$ cat config.mk
export PLATFORM = sky130hd
export DESIGN_NAME = dmi_uart_host
export DESIGN_NICKNAME = d
export VERILOG_FILES = /design/src/rtl/dmi_uart_host.sv
export SDC_FILE = /design/constraint.sdc
export NUM_CORES = 1
export LEC_CHECK = 0
export BUFFER_PORTS_ARGS = -buffer_cell sky130_fd_sc_hd__buf_2
export CAP_MARGIN = 20
export CORE_ASPECT_RATIO = 1.2
export CORE_MARGIN = 5
export CORE_UTILIZATION = 49
export DETAILED_ROUTE_END_ITERATION = 8
export PLACE_DENSITY = 0.8
export SLEW_MARGIN = 20
export SYNTH_ARGS = -nofsm -noshare
export SYNTH_HDL_FRONTEND = slang
export SYNTH_SLANG_ARGS = --single-unit
$ cat constraint.sdc
create_clock -name CLK_I -period 2.3 [get_ports CLK_I]
set_input_delay 0.46 -clock CLK_I [delete_from_list [all_inputs] [get_ports CLK_I]]
set_output_delay 0.46 -clock CLK_I [all_outputs]
set_load 0.1 [all_outputs]
$ cat src/rtl/dmi_uart_host.sv
// uart_pkg: framing constants shared with the DMI UART TAP.
// dmi_uart_host: turns a parallel debug request into a UART frame and collects read responses.
package uart_pkg;
    localparam int unsigned IRLENGTH  = 5;
    localparam int unsigned CMDLENGTH = 3;

    localparam logic [7:0] HEADER = 8'hA5;

    localparam logic [CMDLENGTH-1:0] CMD_NOP   = 3'd0;
    localparam logic [CMDLENGTH-1:0] CMD_RESET = 3'd1;
    localparam logic [CMDLENGTH-1:0] CMD_READ  = 3'd2;
    localparam logic [CMDLENGTH-1:0] CMD_WRITE = 3'd3;

    localparam logic [IRLENGTH-1:0] ADDR_IDCODE = 5'h01;
    localparam logic [IRLENGTH-1:0] ADDR_DTMCS  = 5'h10;
    localparam logic [IRLENGTH-1:0] ADDR_DMI    = 5'h11;

    typedef struct packed {
        logic [6:0]  addr;
        logic [31:0] data;
        logic [1:0]  op;
    } dmi_req_t;
endpackage

module dmi_uart_host
    import uart_pkg::*;
#(
    parameter int unsigned CLK_RATE  = 100000000,
    parameter int unsigned BAUD_RATE = 3000000,
    parameter int unsigned MAX_BYTES = ($bits(dmi_req_t) + 7) / 8
) (
    input  logic                   CLK_I,
    input  logic                   RST_NI,
    input  logic                   REQ_VALID_I,
    output logic                   REQ_READY_O,
    input  logic [CMDLENGTH-1:0]   REQ_CMD_I,
    input  logic [IRLENGTH-1:0]    REQ_ADDR_I,
    input  logic [7:0]             REQ_NBYTES_I,
    input  logic [8*MAX_BYTES-1:0] REQ_DATA_I,
    output logic                   RSP_VALID_O,
    output logic [8*MAX_BYTES-1:0] RSP_DATA_O,
    output logic                   RSP_TIMEOUT_O,
    output logic                   WE_O,
    input  logic                   TX_READY_I,
    output logic [7:0]             DSEND_O,
    output logic                   RE_O,
    input  logic                   RX_EMPTY_I,
    input  logic [7:0]             DREC_I
);

    localparam int unsigned DW  = 8 * MAX_BYTES;
    localparam int unsigned TMO = 5 * ((10 * CLK_RATE) / BAUD_RATE);
    localparam int unsigned TW  = $clog2(TMO + 1);
    localparam int unsigned IW  = (MAX_BYTES > 1) ? $clog2(MAX_BYTES) : 1;

    typedef enum logic [2:0] {
        S_IDLE,
        S_HEADER,
        S_CMDADDR,
        S_LENGTH,
        S_TXDATA,
        S_RXDATA,
        S_DONE
    } state_e;

    state_e               state_q, state_d;
    logic [CMDLENGTH-1:0] cmd_q;
    logic [IRLENGTH-1:0]  addr_q;
    logic [7:0]           nbytes_q;
    logic [DW-1:0]        data_q;
    logic [IW-1:0]        idx_q;
    logic [TW-1:0]        tmo_q;
    logic [DW-1:0]        rsp_data_q;
    logic                 rsp_timeout_q;
    logic                 rsp_valid_q;
    logic                 ready_q;

    logic                 accept_c;
    logic                 last_c;
    logic                 rx_byte_c;
    logic                 tmo_fire_c;
    logic [7:0]           nbytes_c;

    assign accept_c   = REQ_VALID_I & ready_q;
    assign nbytes_c   = (REQ_NBYTES_I > 8'(MAX_BYTES)) ? 8'(MAX_BYTES) : REQ_NBYTES_I;
    assign last_c     = (8'(idx_q) == (nbytes_q - 8'd1));
    assign rx_byte_c  = (state_q == S_RXDATA) & ~RX_EMPTY_I;
    // A byte present in the same cycle always wins over the timeout.
    assign tmo_fire_c = (state_q == S_RXDATA) & RX_EMPTY_I & (tmo_q == TW'(TMO - 1));

    assign REQ_READY_O   = ready_q;
    assign RSP_VALID_O   = rsp_valid_q;
    assign RSP_DATA_O    = rsp_data_q;
    assign RSP_TIMEOUT_O = rsp_timeout_q;

    // State register
    always_ff @(posedge CLK_I or negedge RST_NI) begin
        if (!RST_NI) begin
            state_q <= S_IDLE;
        end else begin
            state_q <= state_d;
        end
    end

    // Next-state logic; send states advance only when a byte is actually written
    always_comb begin
        state_d = state_q;
        case (state_q)
            S_IDLE: begin
                if (accept_c) state_d = S_HEADER;
            end
            S_HEADER: begin
                if (TX_READY_I) state_d = S_CMDADDR;
            end
            S_CMDADDR: begin
                if (TX_READY_I) state_d = S_LENGTH;
            end
            S_LENGTH: begin
                if (TX_READY_I) begin
                    if (nbytes_q == 8'd0)          state_d = S_DONE;
                    else if (cmd_q == CMD_WRITE)   state_d = S_TXDATA;
                    else if (cmd_q == CMD_READ)    state_d = S_RXDATA;
                    else                           state_d = S_DONE;
                end
            end
            S_TXDATA: begin
                if (TX_READY_I && last_c) state_d = S_DONE;
            end
            S_RXDATA: begin
                if (rx_byte_c && last_c) state_d = S_DONE;
                else if (tmo_fire_c)     state_d = S_DONE;
            end
            S_DONE: begin
                state_d = S_IDLE;
            end
            default: begin
                state_d = S_IDLE;
            end
        endcase
    end

    // FIFO-side strobes and the byte for the current send state
    always_comb begin
        WE_O    = 1'b0;
        DSEND_O = 8'h00;
        RE_O    = 1'b0;
        case (state_q)
            S_IDLE: begin
                RE_O = ~RX_EMPTY_I;
            end
            S_HEADER: begin
                WE_O    = TX_READY_I;
                DSEND_O = HEADER;
            end
            S_CMDADDR: begin
                WE_O    = TX_READY_I;
                DSEND_O = 8'({cmd_q, addr_q});
            end
            S_LENGTH: begin
                WE_O    = TX_READY_I;
                DSEND_O = nbytes_q;
            end
            S_TXDATA: begin
                WE_O    = TX_READY_I;
                DSEND_O = data_q[8*idx_q +: 8];
            end
            S_RXDATA: begin
                RE_O = ~RX_EMPTY_I;
            end
            default: begin
                WE_O = 1'b0;
            end
        endcase
    end

    // Request latch, byte index, timeout counter and response registers
    always_ff @(posedge CLK_I or negedge RST_NI) begin
        if (!RST_NI) begin
            cmd_q         <= '0;
            addr_q        <= '0;
            nbytes_q      <= '0;
            data_q        <= '0;
            idx_q         <= '0;
            tmo_q         <= '0;
            rsp_data_q    <= '0;
            rsp_timeout_q <= 1'b0;
            rsp_valid_q   <= 1'b0;
            ready_q       <= 1'b1;
        end else begin
            if (accept_c) begin
                cmd_q         <= REQ_CMD_I;
                addr_q        <= REQ_ADDR_I;
                data_q        <= REQ_DATA_I;
                nbytes_q      <= nbytes_c;
                rsp_data_q    <= '0;
                rsp_timeout_q <= 1'b0;
            end

            if (rx_byte_c) begin
                rsp_data_q[8*idx_q +: 8] <= DREC_I;
            end

            if (((state_q == S_TXDATA) && TX_READY_I) || rx_byte_c) begin
                idx_q <= idx_q + IW'(1);
            end else if (state_q == S_IDLE) begin
                idx_q <= '0;
            end

            if ((state_q == S_RXDATA) && RX_EMPTY_I) begin
                tmo_q <= tmo_q + TW'(1);
            end else begin
                tmo_q <= '0;
            end

            if (tmo_fire_c) begin
                rsp_timeout_q <= 1'b1;
            end

            rsp_valid_q <= (state_d == S_DONE);
            ready_q     <= (state_d == S_IDLE);
        end
    end

endmodule

; ---- Word-level counts from Yosys, hierarchy flattened
; Index checks and enable logic that the tools add are counted.
; W data, S select, Z words.
[totals]
in_bits = 77
register_bits = 132
output_inout_bits = 61
wordCells = 69
[op_classes]
order_cmp = 1
n_shift = 3
n_bitwise = 5
reduce_logical = 12
addsub = 4
eq_ne = 10
muxes = 23
[op_table]
columns = operator, count
row1 = $mux W48, 2
row2 = $bwmux W48, 1
row3 = $shift A8 B34 Y48 const A, 1
row4 = $shiftx A48 B7 Y8, 1
row5 = $shiftx A8 B34 Y48, 1
row6 = $neg A6 Y34, 1
row7 = $pmux W8 S4, 1
row8 = $mux W3, 9
row9 = $pmux W3 S6, 1
row10 = $eq A3 B2 Y1 const B, 4
row11 = $add A11 B1 Y11 const B, 1
row12 = $eq A11 B11 Y1 const B, 1
row13 = $mux W11, 1
row14 = $eq A3 B3 Y1 const B, 3
row15 = $eq A3 B8 Y1, 1
row16 = $gt A8 B3 Y1 const B, 1
row17 = $logic_not A8 Y1, 1
row18 = $mux W8, 1
row19 = $sub A8 B1 Y8 const B, 1
row20 = $logic_not A3 Y1, 2
row21 = $mux W2, 3
row22 = $and A1 B1 Y1, 4
row23 = $logic_and A1 B1 Y1, 4
row24 = $mux W1, 4
row25 = other kinds (7), 8

; ---- Longest topological paths before layout
; Gate-level depths: netlist (run 1).
[depth]
word_depth = 7
depth_mapped = 11
ltp_nobuf = 8

; ---- Least setup slack after synthesis (run 1)
; Ideal clock, no wire load.
[synth_timing]
kind = flip-flop to output port
start = register idx_q[0]
end = output port DSEND_O[5]
t_required_ns = 1.840
path_slack_ns = -1.358
path_stages_with_launch = 6
t_arrival_ns = 3.198
n_path_buf = 2
path_cell_list = dfrtp_1 buf_6 buf_4 mux2i_1 o31a_1 o21ai_0
[synth_between]
elab_chain_cells = 2
[synth_rtl]
columns = item, line
row1 = "start, declared", 71  ; logic [IW-1:0] idx_q;
row2 = "start signal, assigned", 204  ; idx_q <= idx_q + IW'(1);
row3 = $shiftx A48 B7 Y8, 165  ; DSEND_O = data_q[8*idx_q +: 8];
row4 = $pmux W8 S4, 147  ; case (state_q)
row5 = "end, declared", 45  ; output logic [7:0] DSEND_O,
; No other way between the ends.

; ---- Worst setup path after layout (run 1)
[layout_timing]
start = register idx_q[0]
end = output port DSEND_O[0]
; The elaborated chain is that of the path after synthesis.

==> summary.md, run 1 <==
| Metric | Value |
|---|---|
| Status | finished with violations |
| Failing checks | negative setup slack |
| Worst Path Buf+Inv | 2 |
| Initial core utilization | 0.501 |
| Num CTS Buffers | 17 |
| Required time of the critical path | 1.84 ns |
| First-pass GRT wire length | 27800 µm |
| Netlist cell types | 61 |
| Worst-path maximum fanout | 6 |
| Ys async rst share | 1.00 |
| Worst Reg2Reg Path Length in Cells | 8 |
| Cell area power density | 1300 nW/µm² |
| Setup violations, final | 9 |
| Seq/Total Area, Yosys | 0.521 |
| Vias in the first global route | 5322 |
| Die height | 135 µm |
| Gpl congestion | 0.874 |
| Worst Slack Setup Final | -0.360 ns |
| Clock Skew | 0.00748 ns |
| Number of synthesized register bits | 132 |
| Critical path launch point type | flip-flop |
| Wirelength per Cell | 19.4 µm |
| Mapped cell area | 6340 µm² |
| Cells after synthesis | 571 |
| Dpl hpwl | 11800 µm |
| Crit-path cells | buf_12 -> mux4_2 -> nand2_1 -> o21ai_2 -> a211o_1 -> buf_12 |
| Yosys warning count | 0 |
| Leak pwr | 0.00378 µW |
| Reg-to-reg endpoint | RSP_DATA_O[39]$_DFF_PN0_ |
| IO Port Bufs | 137 |
| Worst setup path startpoint | idx_q[0]$_DFFE_PN0P_ |
| Vias/cell | 5.65 |
| CTS clk-pin slew, worst paths | 0.06 ns |
| Num Clock Sinks | 132 |
| Ant diodes | 0 |
| Iter 0 DRT Violations | 391 |
| Via Count | 5108 |
| Die Width | 114 µm |
| Root Buffer | clkbuf_16 |
| Initial antenna violation count | 0 |
| GRT overflow | 0 |
| Slew headroom | 0.623 |
| DIE AREA | 15300 µm² |
| Critical path destination | DSEND_O[0] |
| Area of the core | 12700 µm² |
| Slew Viols, Final | 0 |
| Syn Nets | 655 |
| Post-synth top area share | 0.517 |
| Initial DRT Pass Iterations | 5 |
| Setup repair after global routing missed its margin | true |
| CP most frequent cell | buf_12 |
| Fin crit period | 2.66 ns |
| CTS tree | done |
| DRC | 0 |
| Max-cap viol count | 0 |
| Tightest Hold Check Type | input pin to flip-flop |
| Crit path largest cell delay | 0.50 ns |
| Setup_tns | -2.35 ns |
| Syn-to-layout area delta | 28.3% |
| Critical R2R Launch | idx_q[1]$_DFFE_PN0P_ |
| Number of hold violations in the final report | 0 |
| Top cells by area, synth | dfrtp_1 (52%), mux2_2 (9.9%), nand2_1 (5.4%) |
| Final net count | 811 |
| VDD IR max | 0.00135 V |
| WS Path Type | flip-flop to output pin |
| Register-to-register setup slack | 0.13 ns |
| Critical Path AT | 2.20 ns |
| WHS | 0.270 ns |
| FMAX | 0.376 GHz |
| Post-synth top area cell | dfrtp_1 |
| Least-Margin Pin Slew | 0.565 ns |
| Largest net degree at the start of global routing | 85 |
| Fin crit share | 1.16 |
| Max clock buf depth | 2 |
| Post-synth EDFFs | 0 |
| Crit-path slowest cell | mux4_2 |
| Setup crit end kind | output pin |
| Detail Route Antenna Nets | 0 |
| Row count | 45 |
| Syn Area/Cell | 11.1 µm² |
| Wirelength, routed | 17500 µm |
| Clk Latency, worst-skew pair | 0.41 ns |
| WP depth | 6 |
| Htree depth | 4 |
| Main synth FF type | dfrtp_1 |
| Layout cell share with drive strength beyond 1 | 0.408 |
| Top Ports | 138 |
| All-Layer GR Usage | 0.233 |
| Crit path max-delay family | multiplexers |
[repair_timing]
action                     CTS  global route
setup endpoints to repair   11            10
hold endpoints to repair    12             0
buffers inserted             3             0
pin swaps                    7             2
hold buffers                 1             0
gates resized for setup     46             4
[registers in the layout, summed over array words and instances, names as in the netlist]
name / cells
nbytes_q: 8
cmd_q: 3
REQ_READY_O: 1
state_q: 3
idx_q: 3
RSP_TIMEOUT_O: 1
addr_q: 5
RSP_VALID_O: 1
RSP_DATA_O: 48
tmo_q: 11
data_q: 48
[routing by layer]
layer  vias to the layer above  part of all wire  GRT usage
met2                       230              0.52      0.408
met3                        53             0.072     0.0605
met5                         -                 0          0
met4                         0             0.043      0.119
li1                       2304                 -          -
met1                      2521              0.37      0.260
[cells in the final DEF (no fill, tap or decap), drive strengths merged, types with 5 or more instances in the layout]
| cell type | instances |
|---|---|
| nor3 | 7 |
| buf | 168 |
| mux4 | 8 |
| o21ai | 65 |
| a21oi | 5 |
| nand3b | 18 |
| and2 | 12 |
| dfrtp | 131 |
| xnor2 | 7 |
| mux2 | 56 |
| clkinv | 10 |
| clkbuf | 19 |
| nand2b | 5 |
| inv | 14 |
| nand2 | 93 |
| nand3 | 17 |
| xor2 | 7 |
| nor2 | 29 |
| mux2i | 15 |
| ha | 7 |
[through the flow]
stage / util / worst slack (ns) / cell area, µm² / power (µW) / cells
final: 0.643 / -0.360 / 8140 / 10600 / 904
after global routing: 0.643 / -0.410 / 8140 / 11000 / 904
after CTS: 0.641 / -0.271 / 8120 / 10500 / 904
after detailed placement: 0.583 / 0.0194 / 7380 / 7390 / 868
after global placement: 0.583 / 0.0369 / 7380 / 7250 / 868
after floorplan: - / -0.0808 / 6380 / 6400 / 571
[cells in the mapped netlist (all sizes together), types with 2 or more instances]
library cell / instances
xor2: 7
o22ai: 2
mux2: 56
a31o: 2
o21ai: 65
buf: 22
dfrtp: 131
nor4: 4
nand2: 93
nand3b: 18
nor2: 29
inv: 10
and2: 12
nand3: 17
and3: 4
o31a: 2
mux2i: 15
a22oi: 4
nand2b: 5
ha: 7
clkbuf: 10
nor2b: 4
or3: 2
xnor2: 7
a21oi: 5
mux4: 8
nor3: 7
a211o: 4
[layout make-up]
class                   count  area, µm²
repair buffers            169       1130
clock buffers              19        453
clock inverters            13       98.8
flip-flops and latches    132       3310
inverters                  11       41.3
multi-input cells         396       2900
fillers                   974       4530
well taps                 164        205
[power by group]
group          switching (µW)  total, µW  internal (µW)
Clock                    1070       2520           1450
Sequential                449       3390           2940
Combinational            2840       4650           1800
[cell families (layout without fill, tap and decap cells)]
group | after synthesis | after routing | share of synthesized area
xor+xnor | 14 | 14 | 0.0205
fa+ha+maj | 7 | 7 | 0.0138
flops | 132 | 132 | 0.521
simple gates | 201 | 201 | 0.167
compound gates | 95 | 95 | 0.0889
mux | 79 | 79 | 0.152
buf+inv | 43 | 212 | 0.0365
[how the worst min path moves through the flow]
stage	from	slack [ns]	cells past startpoint	endpoint
finish	REQ_ADDR_I[0]	0.27	2	addr_q[0]$_DFFE_PN0P_
global route	REQ_ADDR_I[0]	0.26	2	addr_q[0]$_DFFE_PN0P_
CTS	REQ_DATA_I[34]	0.26	2	data_q[34]$_DFFE_PN0P_
detailed placement	RST_NI	0.33	1	RSP_DATA_O[45]$_DFF_PN0_
global placement	RST_NI	0.33	1	RSP_DATA_O[45]$_DFF_PN0_
floorplan	RST_NI	0.16	0	RSP_DATA_O[0]$_DFF_PN0_
No activity file was read; power rests on OpenSTA's default activity.
==> run 2: changes to the inputs <==
--- a/config.mk
+++ b/config.mk
@@ -5,13 +5,14 @@
 export SDC_FILE = /design/constraint.sdc
 export NUM_CORES = 1
 export LEC_CHECK = 0
+export ABC_AREA = 1
 export BUFFER_PORTS_ARGS = -buffer_cell sky130_fd_sc_hd__buf_2
 export CAP_MARGIN = 20
 export CORE_ASPECT_RATIO = 1.2
 export CORE_MARGIN = 5
-export CORE_UTILIZATION = 49
+export CORE_UTILIZATION = 50
 export DETAILED_ROUTE_END_ITERATION = 8
-export PLACE_DENSITY = 0.8
+export PLACE_DENSITY = 0.78
 export SLEW_MARGIN = 20
 export SYNTH_ARGS = -nofsm -noshare
 export SYNTH_HDL_FRONTEND = slang
==> constraint.sdc (replaced) <==
create_clock -name CLK_I -period 2.66 [get_ports CLK_I]
set_input_delay 0.532 -clock CLK_I [delete_from_list [all_inputs] [get_ports CLK_I]]
set_output_delay 0.532 -clock CLK_I [all_outputs]
set_load 0.1 [all_outputs]
==> run 2 against run 1 <==
The flow now finishes without violations. Non-clock buffer count is 20 lower. Utilization is 1.5 points lower. Hold slack worse by 0.22 ns. Critical path depth is 2 higher. First-iteration DRC count is 6.9% higher. Critical path type unchanged.
==> summary.md, run 2 <==
| Metric | Value |
|---|---|
| Clk Latency, worst-skew pair | 0.41 ns |
| Area of the core | 12600 µm² |
| IO Port Bufs | 137 |
| FMAX | 0.386 GHz |
| Gate power share | 0.391 |
| Worst-path maximum fanout | 9 |
| CTS tree | done |
| WS Path Type | flip-flop to output pin |
| Row count | 45 |
| Initial core utilization | 0.508 |
| Critical Path AT | 2.06 ns |
| Synth cell count leaders | nand2_1 (230), dfrtp_1 (131), nor2_1 (63) |
| Vias/cell | 5.21 |
| Setup violations, final | 0 |
| Netlist cell types | 37 |
| Cell area power density | 1070 nW/µm² |
| CTS Hold Buffers Added | 0 |
| Most frequent cells in the layout | nand2_1 (229), dfrtp_1 (130), buf_2 (128) |
| All-Layer GR Usage | 0.223 |
| Wirelength, routed | 16600 µm |
| Final Instance Area | 7890 µm² |
| Final net count | 981 |
| Cells after synthesis | 762 |
| Via Count | 5598 |
| First-pass GRT wire length | 27000 µm |
| Fillers | 1065 |
| Number of hold violations in the final report | 0 |
| Mapped cell area | 6370 µm² |
| CTS clk-pin slew, worst paths | 0.06 ns |
| Dpl hpwl | 12000 µm |
| Gpl congestion | 0.841 |
| Num Clock Sinks | 132 |
| Largest net degree at the start of global routing | 65 |
| Cell-internal power | 4780 µW |
| Leak pwr | 0.00409 µW |
| Least-Margin Pin Slew | 0.579 ns |
| Sw Share | 0.435 |
| Yosys warning count | 0 |
| Wirelength per Cell | 15.4 µm |
| Clock Skew | 0.00779 ns |
| Post-synth EDFFs | 0 |
| GRT overflow | 0 |
| Initial DRT Pass Iterations | 5 |
| Top Ports | 138 |
| Dpl ws | 0.178 ns |
| Syn Area/Cell | 8.37 µm² |
| Post-placement cell area | 7210 µm² |
| Seq/Total Area, Yosys | 0.518 |
| Most common cell after layout, fill and taps aside | nand2_1 |
| Required time of the critical path | 2.13 ns |
| Num CTS Buffers | 17 |
| Layout cell share with drive strength beyond 1 | 0.270 |
| Clk pwr share | 0.271 |
| Main synth FF type | dfrtp_1 |
| Initial antenna violation count | 0 |
| Syn-to-layout area delta | 23.7% |
| Die height | 134 µm |
| Tightest Hold Check Type | input pin to asynchronous set/reset pin |
| Syn Nets | 846 |
| Htree depth | 4 |
| Vias in the first global route | 5566 |
| Number of synthesized register bits | 132 |
| Ant diodes | 0 |
| Ys async rst share | 1.00 |
| Post-synth top area cell | dfrtp_1 |
| Worst Slack Setup Final | 0.0674 ns |
| Max clock buf depth | 2 |
| NetSw | 3680 µW |
| Post-synth top area share | 0.514 |
| Fin crit share | 0.975 |
| Iter 0 DRT Violations | 418 |
| Detail Route Antenna Nets | 0 |
| Top cells by area, synth | dfrtp_1 (51%), nand2_1 (14%), nand3_1 (4.8%) |
| Critical path launch point type | flip-flop |
| VDD IR max | 0.000850 V |
| Setup crit end kind | output pin |
| Max-cap viol count | 0 |
| Reg power frac | 0.339 |
| Status | completed |
| DIE AREA | 15100 µm² |
| Most numerous cell in the Yosys netlist | nand2_1 |
| Root Buffer | clkbuf_16 |
| Slew Viols, Final | 0 |
| Slew headroom | 0.614 |
| Fin crit period | 2.59 ns |
| DRC | 0 |
| Die Width | 113 µm |
## run 2: cell count changes in the layout (fill, tap and decap cells not counted), sizes merged, moves of 18 or more
cell,previous run,this run
mux2,56,0
buf,168,149
nand3b,18,0
inv,14,71
nand3,17,71
o21ai,65,86
nor2,29,68
nand2,93,234
## run 2: kinds of logic (layout without fill, tap and decap cells)
group,count (synthesis),in the layout,share of synthesized area
xor gates and xnor gates,2,2,0.00275
buffers and inverters,101,249,0.0677
DFF,132,132,0.518
adders and majority gates,7,7,0.0137
AOI/OAI and AO/OA,125,125,0.124
and+or+nand+nor,395,395,0.273
## run 2: what timing repair did
item	in CTS	in global routing
setup buffers	0	1
endpoints found under the setup margin	8	7
gates resized for setup	16	9
## run 2: per-layer routing
| metal | vias up | track usage | routed length, µm |
|---|---|---|---|
| met5 | - | 0 | 0 |
| met4 | 0 | 0.0868 | 367 |
| met3 | 28 | 0.0436 | 1050 |
| met2 | 200 | 0.370 | 8400 |
| met1 | 2618 | 0.289 | 6770 |
| li1 | 2752 | - | - |
## run 2: power by group through the flow
| stage | Clock [µW] | Sequential [µW] | Combinational, µW |
|---|---|---|---|
| after floorplan | 0 | 3050 | 2170 |
| after global placement | 0 | 2870 | 3110 |
| after detailed placement | 0 | 2890 | 3140 |
| after CTS | 2330 | 2870 | 3240 |
| after global routing | 2410 | 2920 | 3620 |
| final | 2290 | 2870 | 3300 |
## run 2: layout make-up
type                            instances  area [µm²]  area share
Sequential cell                       132        3310       0.419
Clock inverter                         14         154      0.0195
Inverter                               68         260      0.0330
Timing Repair Buffer                  149         853       0.108
Tap cell                              164         205      0.0260
Multi-Input combinational cell        529        2680       0.340
Clock buffer                           18         429      0.0544
## run 2: worst paths after layout
kind,startpoint,to,slack (ns),cells past startpoint
worst max-delay path,idx_q[1]$_DFFE_PN0P_,DSEND_O[3],0.07,8
worst min-delay path,RST_NI,data_q[16]$_DFFE_PN0P_,0.05,1
worst max register to register,idx_q[0]$_DFFE_PN0P_,RSP_DATA_O[6]$_DFF_PN0_,0.34,9
worst min register to register,data_q[44]$_DFFE_PN0P_,data_q[44]$_DFFE_PN0P_,0.48,2
max in group asynchronous,RST_NI,REQ_READY_O$_DFF_PN1_,1.86,2
min in group CLK_I,REQ_DATA_I[16],data_q[16]$_DFFE_PN0P_,0.31,3
## run 2: worst max-delay path, cell delays in order, from the launching register on
cell      delay [ns]
dfrtp_1         0.42
buf_4           0.21
nor2_4          0.18
o21a_1          0.13
o21ai_0         0.10
o221ai_1        0.12
nand2_1         0.10
nand2_1         0.09
buf_4           0.29
## run 2: per-stage QoR
stage	utilization	TNS, ns	hold slack, ns	instances	total power, µW
2_1_floorplan	-	0	0.236	762	5230
3_3_place_gp	0.574	0	0.459	1041	5990
3_5_place_dp	0.574	0	0.462	1041	6030
4_1_cts	0.625	0	0.0613	1073	8430
5_1_grt	0.628	-0.00300	0.0822	1074	8940
6_report	0.628	0	0.0532	1074	8460
==> run 3: changes to the inputs <==
--- a/config.mk
+++ b/config.mk
@@ -12,6 +12,7 @@
 export CORE_MARGIN = 5
 export CORE_UTILIZATION = 50
 export DETAILED_ROUTE_END_ITERATION = 8
+export GPL_TIMING_DRIVEN = 0
 export PLACE_DENSITY = 0.78
 export SLEW_MARGIN = 20
 export SYNTH_ARGS = -nofsm -noshare
==> run 3 against run 2 <==
Routed wire length grew 7.7%. Critical path depth is the same. Clock skew rose by 0.00051 ns. Maximum frequency decreased by 0.78%. Critical endpoint is now DSEND_O[6]. Highest routed layer unchanged.
==> summary.md, run 3 (synthesis results as in run 2) <==
| Metric | Value |
|---|---|
| Status | completed |
| Vias in the first global route | 5928 |
| Clock Skew | 0.00830 ns |
| Initial antenna violation count | 0 |
| Wirelength, routed | 17900 µm |
| Cell area power density | 1120 nW/µm² |
| Leak pwr | 0.00425 µW |
| Max clock buf depth | 2 |
| Critical Path AT | 2.08 ns |
| Required time of the critical path | 2.13 ns |
| Setup crit end kind | output pin |
| Register-to-register setup slack | 0.25 ns |
| Setup repair after global routing missed its margin | true |
| Ant diodes | 0 |
| First-pass GRT wire length | 28400 µm |
| Placed Instances | 1064 |
| CTS tree | done |
| Num Clock Sinks | 132 |
| Largest net degree at the start of global routing | 74 |
| CTS clk-pin slew, worst paths | 0.06 ns |
| Die height | 134 µm |
| Clk Latency, worst-skew pair | 0.41 ns |
| Slew Viols, Final | 0 |
| Final net count | 1010 |
| Htree depth | 4 |
| Via Count | 5875 |
| Critical path launch point type | flip-flop |
| Post-Layout Cell Count | 1103 |
| Dpl ws | 0.0218 ns |
| DRC | 0 |
| Number of hold violations in the final report | 0 |
| Worst Slack Setup Final | 0.0470 ns |
| Iter 0 DRT Violations | 433 |
| Row count | 45 |
| Tightest Hold Check Type | input pin to asynchronous set/reset pin |
| Vias/cell | 5.33 |
| Top Ports | 138 |
| Wirelength per Cell | 16.2 µm |
| Initial core utilization | 0.508 |
| Area of the core | 12600 µm² |
| Root Buffer | clkbuf_16 |
| Max-cap viol count | 0 |
| FMAX | 0.383 GHz |
| Reg-to-reg endpoint | RSP_DATA_O[47]$_DFF_PN0_ |
| VDD IR max | 0.000695 V |
| WS Path Type | flip-flop to output pin |
| Detail Route Antenna Nets | 0 |
| Num CTS Buffers | 17 |
| Gpl congestion | 0.961 |
| Die Width | 113 µm |
| Dpl hpwl | 13000 µm |
| Worst Reg2Reg Path Length in Cells | 10 |
| Most frequent cells in the layout | nand2_1 (227), buf_2 (136), dfrtp_1 (129) |
| Fillers | 1025 |
| Initial DRT Pass Iterations | 5 |
| IO Port Bufs | 137 |
| Least-Margin Pin Slew | 0.659 ns |
| Most common cell after layout, fill and taps aside | nand2_1 |
| Slew headroom | 0.561 |
| Critical R2R Launch | idx_q[0]$_DFFE_PN0P_ |
| DIE AREA | 15100 µm² |
| Fin crit period | 2.61 ns |
| Fin crit share | 0.982 |
| Worst-path maximum fanout | 8 |
| Setup violations, final | 0 |
| Syn-to-layout area delta | 29.6% |
| Layout cell share with drive strength beyond 1 | 0.286 |
| GRT overflow | 0 |
| All-Layer GR Usage | 0.238 |
## run 3: cell types whose count changed in the layout (fill, tap and decap cells not counted), sizes merged
cell	change
clkbuf	+20
clkinv	-6
inv	-1
clkinvlp	-1
buf	+13
bufinv	+4
## run 3: cell type report
type / instances / area, µm² / share of cell area
Buffer: 33 / 199 / 0.0241
Clock buffer: 22 / 494 / 0.0598
Clock inverter: 10 / 214 / 0.0259
Inverter: 68 / 264 / 0.0320
Multi-Input combinational cell: 529 / 2700 / 0.327
Sequential cell: 132 / 3310 / 0.400
Tap cell: 164 / 205 / 0.0248
Timing Repair Buffer: 145 / 880 / 0.106
## run 3: timing repair
| action | 4_1_cts | 5_1_grt |
|---|---|---|
| setup buffers | 2 | 4 |
| hold buffers | 0 | 0 |
| gates cloned | 0 | 1 |
| gates resized for setup | 33 | 34 |
| pin swaps | 2 | 8 |
| endpoints found under the hold margin | 0 | 0 |
| endpoints found under the setup margin | 8 | 8 |
## run 3: critical path, cell delays in order, from the launching register on
cell,delay [ns]
dfrtp_1,0.38
buf_6,0.13
buf_4,0.17
nor3_1,0.30
o21ai_1,0.16
o221ai_2,0.13
nand2_1,0.08
nand2_1,0.13
buf_12,0.19
## run 3: per-layer routing
layer | global-route usage | part of all wire | vias to the layer above
li1 | - | - | 2814
met1 | 0.293 | 0.40 | 2755
met2 | 0.403 | 0.50 | 261
met3 | 0.0509 | 0.065 | 45
met4 | 0.100 | 0.034 | 0
met5 | 0 | 0 | -
## run 3: through the flow
| step | util | setup TNS (ns) | hold WS, ns | cell area (µm²) | power (µW) |
|---|---|---|---|---|---|
| final | 0.658 | 0 | 0.0406 | 8260 | 9280 |
| after global routing | 0.658 | -0.0795 | 0.0609 | 8260 | 9750 |
| after global placement | 0.579 | -86.55 | 0.461 | 7270 | 6030 |
| after detailed placement | 0.582 | 0 | 0.466 | 7300 | 6090 |
| after floorplan | - | 0 | 0.236 | 6370 | 5230 |
| after CTS | 0.647 | 0 | 0.0585 | 8120 | 9070 |
## run 3: worst max path at each step
stage	start	end	slack, ns
detailed placement	idx_q[0]$_DFFE_PN0P_	DSEND_O[2]	0.02
floorplan	state_q[1]$_DFF_PN0_	WE_O	0.02
finish	idx_q[1]$_DFFE_PN0P_	DSEND_O[6]	0.05
global route	idx_q[0]$_DFFE_PN0P_	DSEND_O[7]	-0.06
global placement	RST_NI	tmo_q[2]$_DFF_PN0_	-0.67
CTS	idx_q[1]$_DFFE_PN0P_	DSEND_O[4]	0.0002
## run 3: power by group
group / leakage [µW] / switching (µW) / internal [µW]
combinational: 0.00217 / 2580 / 1060
sequential: 0.00174 / 363 / 2500
clock: 0.000344 / 882 / 1890
total: 0.00425 / 3820 / 5460
